===== src/rtl/jt12_lfo_pkg.sv =====
// Shared constants for the JT12 low-frequency oscillator: period table,
// state encodings and the register address it answers to.
package jt12_lfo_pkg;

  typedef enum logic {
    LFO_IDLE = 1'b0,
    LFO_RUN  = 1'b1
  } lfo_state_t;

  localparam logic [7:0] LFO_REG_ADDR = 8'h22;

  // Samples per LFO step, indexed by the 3-bit frequency select
  localparam logic [0:7][6:0] LFO_PERIOD = '{
    7'd108, 7'd77, 7'd71, 7'd67, 7'd62, 7'd44, 7'd8, 7'd5
  };

  function automatic logic [6:0] lfo_period_m1(input logic [2:0] freq);
    return LFO_PERIOD[freq] - 7'd1;
  endfunction

endpackage


===== src/rtl/jt12_lfo_div.sv =====
// Per-sample divider: counts zero strobes and emits a one-cycle step pulse
// once the count reaches the period selected by freq.
module jt12_lfo_div
  import jt12_lfo_pkg::*;
#(
  parameter int DIV_W = 7
) (
  input  logic       clk,
  input  logic       rst_n,
  input  logic       en,
  input  logic [2:0] freq,
  input  logic       zero,
  output logic       step
);

  logic [DIV_W-1:0] div;
  logic [DIV_W-1:0] limit;
  logic             at_limit;

  assign limit    = DIV_W'(lfo_period_m1(freq));
  // >= rather than == so a switch to a shorter period wraps immediately
  assign at_limit = (div >= limit);
  assign step     = en & zero & at_limit;

  // NOTE: sequential state uses non-blocking assignments so every register
  // samples the pre-edge values of its peers.
  always_ff @(posedge clk or negedge rst_n) begin
    if (!rst_n) begin
      div <= '0;
    end else if (!en) begin
      div <= '0;
    end else if (zero) begin
      div <= at_limit ? '0 : div + DIV_W'(1);
    end
  end

endmodule


===== src/rtl/jt12_lfo.sv =====
// JT12 LFO top: register 0x22 latch, 7-bit LFO phase counter and the
// registered AM triangle / PM step decode.
module jt12_lfo
  import jt12_lfo_pkg::*;
#(
  parameter int DIV_W = 7
) (
  input  logic       clk,
  input  logic       rst_n,
  input  logic       zero,
  input  logic       lfo_wr,
  input  logic [3:0] lfo_din,
  output logic       lfo_en,
  output logic [6:0] am,
  output logic [4:0] pm,
  output logic [6:0] lfo_cnt
);

  lfo_state_t state;
  lfo_state_t state_nx;
  logic [2:0] freq;
  logic       run;
  logic       step;

  // State register; freq rides along with the enable bit from the same write
  always_ff @(posedge clk or negedge rst_n) begin
    if (!rst_n) begin
      state <= LFO_IDLE;
      freq  <= 3'd0;
    end else begin
      state <= state_nx;
      if (lfo_wr) freq <= lfo_din[2:0];
    end
  end

  // NOTE: combinational blocks assign a default first so no path leaves the
  // output unassigned and a latch cannot be inferred.
  always_comb begin
    state_nx = state;
    if (lfo_wr) state_nx = lfo_din[3] ? LFO_RUN : LFO_IDLE;
  end

  always_comb begin
    run = (state == LFO_RUN);
  end

  assign lfo_en = run;

  jt12_lfo_div #(.DIV_W(DIV_W)) u_div (
    .clk   (clk),
    .rst_n (rst_n),
    .en    (run),
    .freq  (freq),
    .zero  (zero),
    .step  (step)
  );

  // NOTE: every register here is a small flop with async reset; there is no
  // memory array, so clearing everything on rst_n is cheap and safe.
  always_ff @(posedge clk or negedge rst_n) begin
    if (!rst_n) begin
      lfo_cnt <= 7'd0;
    end else if (!run) begin
      lfo_cnt <= 7'd0;
    end else if (step) begin
      lfo_cnt <= lfo_cnt + 7'd1;
    end
  end

  // Outputs lag lfo_cnt by one clk and stay fixed until the next step
  always_ff @(posedge clk or negedge rst_n) begin
    if (!rst_n) begin
      am <= 7'd0;
      pm <= 5'd0;
    end else begin
      am <= lfo_cnt[6] ? {~lfo_cnt[5:0], 1'b0} : {lfo_cnt[5:0], 1'b0};
      pm <= lfo_cnt[6:2];
    end
  end

endmodule


===== config.mk =====
export PLATFORM = sky130hd
export DESIGN_NAME = jt12_lfo
export DESIGN_NICKNAME = d
export VERILOG_FILES = /design/src/rtl/jt12_lfo_pkg.sv /design/src/rtl/jt12_lfo_div.sv /design/src/rtl/jt12_lfo.sv
export SDC_FILE = /design/constraint.sdc
export NUM_CORES = 1
export LEC_CHECK = 0
export CAP_MARGIN = 15
export CORE_MARGIN = 1
export CORE_UTILIZATION = 35
export CTS_CLUSTER_DIAMETER = 60
export DETAILED_ROUTE_END_ITERATION = 16
export GPL_ROUTABILITY_DRIVEN = 0
export GPL_TIMING_DRIVEN = 0
export REMOVE_ABC_BUFFERS = 1
export SYNTH_ARGS = -nofsm -noshare
export SYNTH_HDL_FRONTEND = slang
export SYNTH_SLANG_ARGS = --single-unit

===== constraint.sdc =====
create_clock -name clk -period 2.32 [get_ports clk]
set_input_delay 0.58 -clock clk [delete_from_list [all_inputs] [get_ports clk]]
set_output_delay 0.58 -clock clk [all_outputs]
set_load 0.005 [all_outputs]

==> results of run 1 <==
-- repair_timing --
item                       CTS  global route
hold endpoints to repair     0             0
setup endpoints to repair   11             8
setup buffers                3             0
gates resized for setup      0             4
pin swaps                    1             1
-- through the flow --
step	total power, W	cell area, um2	utilization (%)
after floorplan	0.0006224	1474	-
after global placement	0.0006661	1797	44.28
after detailed placement	0.0006748	1812	44.65
after CTS	0.001216	1963	48.38
after global routing	0.001265	1974	48.66
final	0.001210	1974	48.66
-- cells by family after synthesis --
family                     Yosys count  synth area share, %
DFF                                 29                48.13
other                                1               0.2487
muxes                                8                5.560
and+or+nand+nor                     53                18.26
buffers and inverters                9                2.987
adders and majority gates            9                7.469
xor gates and xnor gates             7                4.066
AOI/OAI and AO/OA                   22                13.28
-- sequential cells by signal (all words and copies together) (netlist names) --
name	count
am	6
freq	3
lfo_cnt	7
lfo_en	1
pm	5
u_div.div	7
-- metal layers --
layer  global-route usage, %  routed length [um]  vias to the layer above
met3                   4.561                  90                        6
met4                   6.383                  53                        0
li1                        -                   -                      546
met2                   22.52                1420                       22
met5                       0                   0                        -
met1                   17.97                1302                      521
-- worst paths after layout --
| kind | endpoint | startpoint | depth (start not counted) |
|---|---|---|---|
| setup / recovery | lfo_cnt[1]$_DFFE_PN0P_ | freq[0]$_DFFE_PN0P_ | 11 |
| hold / removal | pm[3]$_DFF_PN0_ | lfo_cnt[5]$_DFFE_PN0P_ | 0 |
| setup reg to reg | lfo_cnt[1]$_DFFE_PN0P_ | freq[0]$_DFFE_PN0P_ | 11 |
| hold reg to reg | pm[3]$_DFF_PN0_ | lfo_cnt[5]$_DFFE_PN0P_ | 0 |
| max in group asynchronous | freq[0]$_DFFE_PN0P_ | rst_n | 2 |
| min in group asynchronous | am[5]$_DFF_PN0_ | rst_n | 1 |
-- cells in the mapped netlist (3+ instances only) --
library cell / count
a21o_1: 3
and3_1: 4
clkbuf_1: 4
dfrtp_1: 29
ha_1: 9
inv_1: 3
mux2_2: 3
mux2i_1: 5
nand2_1: 14
nand2b_1: 10
nand3_1: 7
nand4_1: 3
nor2_1: 5
o21ai_0: 5
xor2_1: 6
-- layout make-up --
type / count / area share, %
inverter: 3 / 0.5703
tap: 50 / 3.169
timing repair buffer: 30 / 15.72
clock buffer: 7 / 4.373
multi-input combinational: 100 / 37.77
sequential: 29 / 36.88
clock inverter: 1 / 1.521
-- worst max-delay path, cell delays in order, from the launching register on --
cell      delay, ns
dfrtp_2        0.45
nor2_2         0.14
nor2_1         0.05
a21oi_1        0.12
ha_1           0.24
nand2b_1       0.16
a211oi_2       0.26
o31ai_4        0.11
buf_4          0.16
buf_12         0.13
and2_1         0.15
o21ai_0        0.16
-- where the power goes --
| group | internal (W) | switching, W |
|---|---|---|
| combinational | 0.0000621 | 0.0000661 |
| sequential | 0.000518 | 0.0000245 |
| clock | 0.000350 | 0.000189 |
| total | 0.000930 | 0.000279 |
==> reports/results.ini, run 1 <==
[yosys]
synth_cell_types=36
synth_area_mm2=0.001508
synth_area_per_cell_um2=10.93
synth_top_area_share_pct=48.13
synth_ff_type=dfrtp_1
ys_async_sr_fraction_pct=100.0
netlist_instances=138
yosysWarnings=0
synth.yosys.seq_area_share_pct=48.13
ys_ff_latch=29
synth_area_leaders=dfrtp_1 48%, ha_1 7.5%, nand2b_1 4.1%
synth_edf_count=0
synth_area_leader_cell=dfrtp_1

[timing]
setup_tns_ns=0
finalClockSkew_ns=0.006822
fin_ws_ns=0.1355
worstMarginPinSlew_ns=0.5086
setup_viol=0
clock.fmax_mhz=457.8
fin_crit_sh_pct=94.16
fin_crit_ns=2.185
rsz0062_at_grt=false
worst_hold_slack_ns=0.5098
hold_viol=0
slew_viol_final=0
max-slew-margin-rel_pct=66.09

[die]
die_w_um=67.64
rows=23
dieHeight_um=67.64
io_pins=28
dieArea_mm2=0.004574
core_area_mm2=0.004058
initial_core_util_pct=37.16

[place]
dp_slack_ns=-0.1398
dpl.cell_count=209
portBuffers=26
dp_hpwl_mm=2.082

[cts]
clock_sinks=29
clk_latency_ns=0.28
cts_tree=yes
cts-root-buf=clkbuf_8
h-tree-depth=2
cts-hold-fix-buffers=0
cts_buffers=5
clk_path_buf_depth=2
clkSlewWorstSetupHoldPaths_ns=0.06

[pwr]
powerDensity_mw_per_mm2=612.7
peakVddDrop_mv=0.3563
p_leak_nw=0.9516

[layout]
final_common_cell=dfrtp_1
fillers=366
final_cell_mix=27 x dfrtp_1, 26 x clkdlybuf4s50_1, 14 x nand2_1
seqCellArea_um2=728.2
multi_input_area_um2=745.7
final_cell_count_no_fill=220
drive_above_1_share_pct=14.12
syn_to_final_growth_pct=30.95
num-nets-final=186
antenna_cells=0

[detailed_routing]
vias=1095
drt-initial-drc-count=36
dr.pass1.iters=5
drtAntennaViolNets=0
via_per_inst=4.977
drc=0
wl_per_cell_um=13.03
wl_mm=2.867

[worst_setup_path]
crit_arrival_ns=2.38
r2r_setup_slack_ns=0.14
crit_path_max_fanout=7
startpoint_type=flip-flop
critical_path_class=reg2reg
cp.required_ns=2.52
crit_path_end_kind=flip-flop

[global_route]
track_usage_pct=14.40
grt_remaining_overflow=0
grt_pass1_wl_mm=4.809
grt_max_degree=22
antenna_found_initial=0
grt_pass1_vias=1058

[run_status]
run_status=finished, final reports clean

[flow_run]
cap_viol_max_count=0

[hold_path]
hold_path.class=reg2reg

No activity file was read; power rests on OpenSTA's default activity.
==> run 2: changes to the inputs <==
--- a/config.mk
+++ b/config.mk
@@ -5,13 +5,16 @@
 export SDC_FILE = /design/constraint.sdc
 export NUM_CORES = 1
 export LEC_CHECK = 0
-export CAP_MARGIN = 15
+export CAP_MARGIN = 20
+export CELL_PAD_IN_SITES_DETAIL_PLACEMENT = 1
+export CELL_PAD_IN_SITES_GLOBAL_PLACEMENT = 1
 export CORE_MARGIN = 1
 export CORE_UTILIZATION = 35
 export CTS_CLUSTER_DIAMETER = 60
 export DETAILED_ROUTE_END_ITERATION = 16
 export GPL_ROUTABILITY_DRIVEN = 0
 export GPL_TIMING_DRIVEN = 0
+export PLACE_DENSITY_LB_ADDON = 0.1
 export REMOVE_ABC_BUFFERS = 1
 export SYNTH_ARGS = -nofsm -noshare
 export SYNTH_HDL_FRONTEND = slang
==> run 2 against run 1 <==
Non-clock buffer count grew 3. Critical path depth shrank 1. Clock power is essentially flat. Worst hold slack worse by 0.00074 ns. Maximum frequency shrank 3.3%. Largest power group unchanged.
==> reports/results.ini, run 2 (synthesis gave the netlist of run 1 again) <==
[layout]
num-nets-final=189  ; +1.6%
final_cell_count_no_fill=223  ; +1.4%
final_cell_mix=26 x dfrtp_1, 26 x clkdlybuf4s50_1, 14 x nand2_1
reg_top3=lfo_cnt (7), u_div.div (7), am (6)
antenna_cells=0  ; unchanged
drive_above_1_share_pct=17.92  ; +3.8 points
syn_to_final_growth_pct=35.44

[cts]
cts_tree=yes
clkSlewWorstSetupHoldPaths_ns=0.06  ; about the same
h-tree-depth=2  ; unchanged
cts-hold-fix-buffers=0  ; unchanged
cts-root-buf=clkbuf_8
clock_sinks=29  ; unchanged
cts_buffers=5  ; unchanged
clk_path_buf_depth=2  ; unchanged
clk_latency_ns=0.28  ; about the same

[hold_path]
hold-path-cell-count=0  ; unchanged
min_to=pm[1]$_DFF_PN0_
hold_path.class=reg2reg
holdCritStartpoint=lfo_cnt[3]$_DFFE_PN0P_

[worst_setup_path]
path_cells=nor2_2 -> nor2_1 -> a21oi_2 -> ha_1 -> nand2b_4 -> a211oi_4 -> o31ai_4 -> buf_6 -> nor4_1 -> a221o_1
r2r_setup_slack_ns=0.06  ; -0.07 ns
crit_path_end_kind=flip-flop
startpoint_type=flip-flop
reg2reg_depth=10  ; -1
worstReg2RegEnd=u_div.div[6]$_DFFE_PN0P_
crit_arrival_ns=2.48  ; +0.10 ns
timing.rr.start=freq[1]$_DFFE_PN0P_
critPathSlowestCell=dfrtp_2
cp.required_ns=2.54  ; +0.02 ns
critPathMaxStageDelay_ns=0.45  ; about the same
crit_path_max_fanout=6  ; -1
critical_path_class=reg2reg

[pwr]
p_leak_nw=0.9781  ; +2.8%
powerDensity_mw_per_mm2=607.3  ; -0.88%
peakVddDrop_mv=0.3691  ; +3.6%

[global_route]
grt_pass1_wl_mm=5.761  ; +20%
antenna_found_initial=0  ; unchanged
track_usage_pct=17.63  ; +3.2 points
grt_max_degree=19  ; -14%
grt_remaining_overflow=0  ; unchanged
grt_pass1_vias=1176  ; +11%

[detailed_routing]
drtAntennaViolNets=0  ; unchanged
drt-initial-drc-count=57  ; +58%
vias=1171  ; +6.9%
dr.pass1.iters=4  ; -1
wl_mm=3.568  ; +24%
via_per_inst=5.251  ; +5.5%
drc=0  ; unchanged
wl_per_cell_um=16.00  ; +23%

[timing]
fin_ws_ns=0.06101  ; -0.07444 ns
clock.fmax_mhz=442.7  ; -3.3%
fin_crit_ns=2.259  ; +0.07444 ns
slew_viol_final=0  ; unchanged
fin_crit_sh_pct=97.37  ; +3.2 points
finalClockSkew_ns=0.003479  ; -0.003343 ns
worstMarginPinSlew_ns=0.6337  ; +0.1250 ns
rsz0062_at_grt=true
max-slew-margin-rel_pct=57.62  ; -8.5 points
hold_viol=0  ; unchanged
setup_viol=0  ; unchanged

[die]
dieArea_mm2=0.004574  ; unchanged
io_pins=28  ; unchanged
rows=23  ; unchanged
core_area_mm2=0.004058  ; unchanged
die_w_um=67.64  ; unchanged
dieHeight_um=67.64  ; unchanged
initial_core_util_pct=37.16  ; unchanged

[flow_run]
cap_viol_max_count=0  ; unchanged

[run_status]
run_status=finished, final reports clean

[place]
dp_slack_ns=-0.1881  ; -0.04827 ns
dpl.cell_count=209  ; unchanged
dp_hpwl_mm=2.447  ; +18%
portBuffers=26  ; unchanged

run 2: cell types whose count changed in the layout (fill, tap and decap cells not counted), sizes merged:
cell,change
buf,+3
run 2: timing repair:
item | in CTS | in global routing
setup endpoints to repair | 12 | 6
gates resized for setup | 3 | 7
buffers inserted | 4 | 2
pin swaps | 2 | 4
run 2: worst max path at each step:
| stage | start | end | slack (ns) | cells past startpoint |
|---|---|---|---|---|
| after global routing | freq[1]$_DFFE_PN0P_ | u_div.div[6]$_DFFE_PN0P_ | -0.08 | 10 |
| after CTS | freq[0]$_DFFE_PN0P_ | u_div.div[4]$_DFFE_PN0P_ | 0.02 | 11 |
| after detailed placement | freq[2]$_DFFE_PN0P_ | u_div.div[6]$_DFFE_PN0P_ | -0.19 | 7 |
| after floorplan | freq[2]$_DFFE_PN0P_ | u_div.div[6]$_DFFE_PN0P_ | 0.18 | 7 |
| final | freq[1]$_DFFE_PN0P_ | u_div.div[6]$_DFFE_PN0P_ | 0.06 | 10 |
| after global placement | freq[2]$_DFFE_PN0P_ | u_div.div[6]$_DFFE_PN0P_ | -0.11 | 7 |
run 2: metal layers:
layer	up-vias	global-route usage, %	wire length, um
li1	551	-	-
met1	588	21.21	1578
met2	26	29.21	1799
met3	6	5.574	134
met4	0	6.383	55
met5	-	0	0
run 2: worst max-delay path, delay by kind of cell (launching register included):
kind / cells / cell delay (ns)
fa+ha+maj: 1 / 0.24
simple gates: 4 / 0.72
compound gates: 4 / 0.66
flops: 1 / 0.45
buf+inv: 1 / 0.14
run 2: where the power goes:
group,total [W],internal (W),switching [W],leakage [nW]
Combinational,0.000161,0.0000822,0.0000788,0.528
Clock,0.000536,0.000350,0.000186,0.0585
Sequential,0.000543,0.000519,0.0000246,0.392
Total,0.00124,0.000951,0.000290,0.978
run 2: cell type report:
cell class	instances	area [um2]
Timing Repair Buffer	33	349.1
Fill cell	418	2016
Inverter	3	11.26
Clock inverter	1	30.03
Sequential cell	29	729.5
Clock buffer	7	86.33
Tap cell	50	62.56
Multi-Input combinational cell	100	773.2
run 2: per-stage QoR:
| stage | setup TNS (ns) | area (um2) | hold WS [ns] | utilization [%] | total power (W) |
|---|---|---|---|---|---|
| 2_1_floorplan | 0 | 1474 | 0.2844 | - | 0.0006224 |
| 3_3_place_gp | -0.2142 | 1797 | 0.4771 | 44.28 | 0.0006675 |
| 3_5_place_dp | -0.9500 | 1824 | 0.4860 | 44.96 | 0.0006831 |
| 4_1_cts | 0 | 1976 | 0.5132 | 48.69 | 0.001233 |
| 5_1_grt | -0.1289 | 2042 | 0.5341 | 50.32 | 0.001300 |
| 6_report | 0 | 2042 | 0.5091 | 50.32 | 0.001240 |
==> run 3: changes to the inputs <==
--- a/config.mk
+++ b/config.mk
@@ -13,9 +13,9 @@
 export CTS_CLUSTER_DIAMETER = 60
 export DETAILED_ROUTE_END_ITERATION = 16
 export GPL_ROUTABILITY_DRIVEN = 0
-export GPL_TIMING_DRIVEN = 0
 export PLACE_DENSITY_LB_ADDON = 0.1
 export REMOVE_ABC_BUFFERS = 1
+export SKIP_LAST_GASP = 1
 export SYNTH_ARGS = -nofsm -noshare
 export SYNTH_HDL_FRONTEND = slang
 export SYNTH_SLANG_ARGS = --single-unit
==> run 3 against run 2 <==
Cell count up 3.6%. Core utilization up 1.2 points. Global-route usage up 0.53 points. Power up 2.1%. Die area unchanged. Worst hold slack worse by 0.0067 ns. Cell area up 2.5%.
==> reports/results.ini, run 3 (synthesis gave the netlist of run 1 again) <==
[detailed_routing]
wl_per_cell_um=15.99  ; about the same
dr.pass1.iters=4  ; unchanged
via_per_inst=5.130  ; -2.3%
drc=0  ; unchanged
wl_mm=3.693  ; +3.5%
vias=1185  ; +1.2%
drtAntennaViolNets=0  ; unchanged
drt-initial-drc-count=34  ; -40%

[worst_setup_path]
startpoint_type=flip-flop
critical_path_class=reg2reg
crit_path_max_fanout=6  ; unchanged
crit_arrival_ns=2.42  ; -0.06 ns
crit_path_end_kind=flip-flop
cp.required_ns=2.51  ; -0.03 ns

[layout]
syn_to_final_growth_pct=38.76
num-nets-final=197  ; +4.2%
final_common_cell=dfrtp_1
final_cell_mix=27 x dfrtp_1, 26 x clkdlybuf4s50_1, 14 x nand2_1
design_area_mm2=0.002092  ; +2.5%
final_cell_count_no_fill=231  ; +3.6%
antenna_cells=0  ; unchanged
reg_top3=lfo_cnt (7), u_div.div (7), am (6)
drive_above_1_share_pct=22.10  ; +4.2 points

[die]
dieArea_mm2=0.004574  ; unchanged
initial_core_util_pct=37.16  ; unchanged
dieHeight_um=67.64  ; unchanged
die_w_um=67.64  ; unchanged
rows=23  ; unchanged
core_area_mm2=0.004058  ; unchanged
io_pins=28  ; unchanged

[global_route]
track_usage_pct=18.16  ; +0.53 points
grt_remaining_overflow=0  ; unchanged
grt_pass1_wl_mm=5.775  ; +0.24%
antenna_found_initial=0  ; unchanged
grt_max_degree=30  ; +11
grt_pass1_vias=1202  ; +2.2%

[cts]
clk_path_buf_depth=2  ; unchanged
clkSlewWorstSetupHoldPaths_ns=0.07  ; about the same
h-tree-depth=2  ; unchanged
clk_latency_ns=0.28  ; about the same
cts-root-buf=clkbuf_8
cts_buffers=5  ; unchanged
cts_tree=yes
cts-hold-fix-buffers=0  ; unchanged
clock_sinks=29  ; unchanged

[timing]
hold_viol=0  ; unchanged
finalClockSkew_ns=0.008426  ; +0.004947 ns
setup_viol=0  ; unchanged
max-slew-margin-rel_pct=59.56  ; +1.9 points
fin_crit_ns=2.228  ; -0.03059 ns
slew_viol_final=0  ; unchanged
rsz0062_at_grt=true
fin_crit_sh_pct=96.05  ; -1.3 points
worstMarginPinSlew_ns=0.6054  ; -0.02823 ns
clock.fmax_mhz=448.8  ; +1.4%

[place]
dpl.cell_count=213  ; +1.9%
placed_cell_area_mm2=0.001834  ; +0.55%
dp_hpwl_mm=2.334  ; -4.6%
portBuffers=26  ; unchanged

[flow_run]
cap_viol_max_count=0  ; unchanged

[pwr]
peakVddDrop_mv=0.3536  ; -4.2%
powerDensity_mw_per_mm2=605.2  ; -0.35%
p_leak_nw=1.012  ; +3.4%

[hold_path]
hold_path.class=reg2reg

[run_status]
run_status=finished, final reports clean

==> run 3: power by group <==
group	switching, W	leakage (nW)	internal (W)
Clock	0.000193	0.0585	0.000350
Combinational	0.000101	0.560	0.0000876
Sequential	0.0000160	0.393	0.000518
Total	0.000310	1.01	0.000956
==> run 3: worst paths after layout <==
kind,from,to,slack (ns),cells after the start
setup / recovery,freq[0]$_DFFE_PN0P_,lfo_cnt[0]$_DFFE_PN0P_,0.09,10
hold / removal,lfo_cnt[3]$_DFFE_PN0P_,pm[1]$_DFF_PN0_,0.50,0
setup reg to reg,freq[0]$_DFFE_PN0P_,lfo_cnt[0]$_DFFE_PN0P_,0.09,10
hold reg to reg,lfo_cnt[3]$_DFFE_PN0P_,pm[1]$_DFF_PN0_,0.50,0
max in group asynchronous,rst_n,freq[0]$_DFFE_PN0P_,1.33,2
min in group asynchronous,rst_n,u_div.div[2]$_DFFE_PN0P_,0.68,2
==> run 3: final cells by class <==
type	instances	area, um2
multi-input cells	101	792.0
inverters	3	11.26
fillers	464	1966
clock buffers	7	86.33
repair buffers	40	381.6
well taps	50	62.56
clock inverters	1	30.03
flip-flops and latches	29	728.2
==> run 3: through the flow <==
| step | total power [W] | setup TNS, ns | hold slack [ns] | utilization (%) | setup WS [ns] |
|---|---|---|---|---|---|
| after floorplan | 0.0006224 | 0 | 0.2844 | - | 0.1830 |
| after global placement | 0.0006772 | 0 | 0.4832 | 45.21 | 0.03783 |
| after detailed placement | 0.0006836 | -0.1988 | 0.4929 | 45.21 | -0.1111 |
| after CTS | 0.001255 | 0 | 0.5114 | 50.14 | 0.006544 |
| after global routing | 0.001316 | -0.08576 | 0.5383 | 51.56 | -0.03991 |
| final | 0.001266 | 0 | 0.5024 | 51.56 | 0.09160 |
==> run 3: what timing repair did <==
| action | in CTS | in global routing |
|---|---|---|
| gates cloned | 1 | 0 |
| resized for setup | 5 | 8 |
| endpoints found under the setup margin | 6 | 9 |
| pin swaps | 2 | 4 |
| setup buffers | 5 | 4 |
==> run 3: per-layer routing <==
layer | global-route usage [%] | vias to the layer above | wire (um)
li1 | - | 567 | -
met1 | 21.71 | 582 | 1631
met2 | 29.08 | 30 | 1826
met3 | 5.574 | 6 | 177
met4 | 9.309 | 0 | 58
met5 | 0 | - | 0
==> run 3: worst max-delay path, cell delays in order (launching register included) <==
cell and delay [ns]:
dfrtp_2 0.44, nor2_2 0.13, nor2_1 0.06, a21oi_2 0.11
ha_1 0.24, nand2b_4 0.15, a211oi_4 0.38, o31ai_4 0.15
buf_12 0.16, and2_1 0.16, o21ai_0 0.16
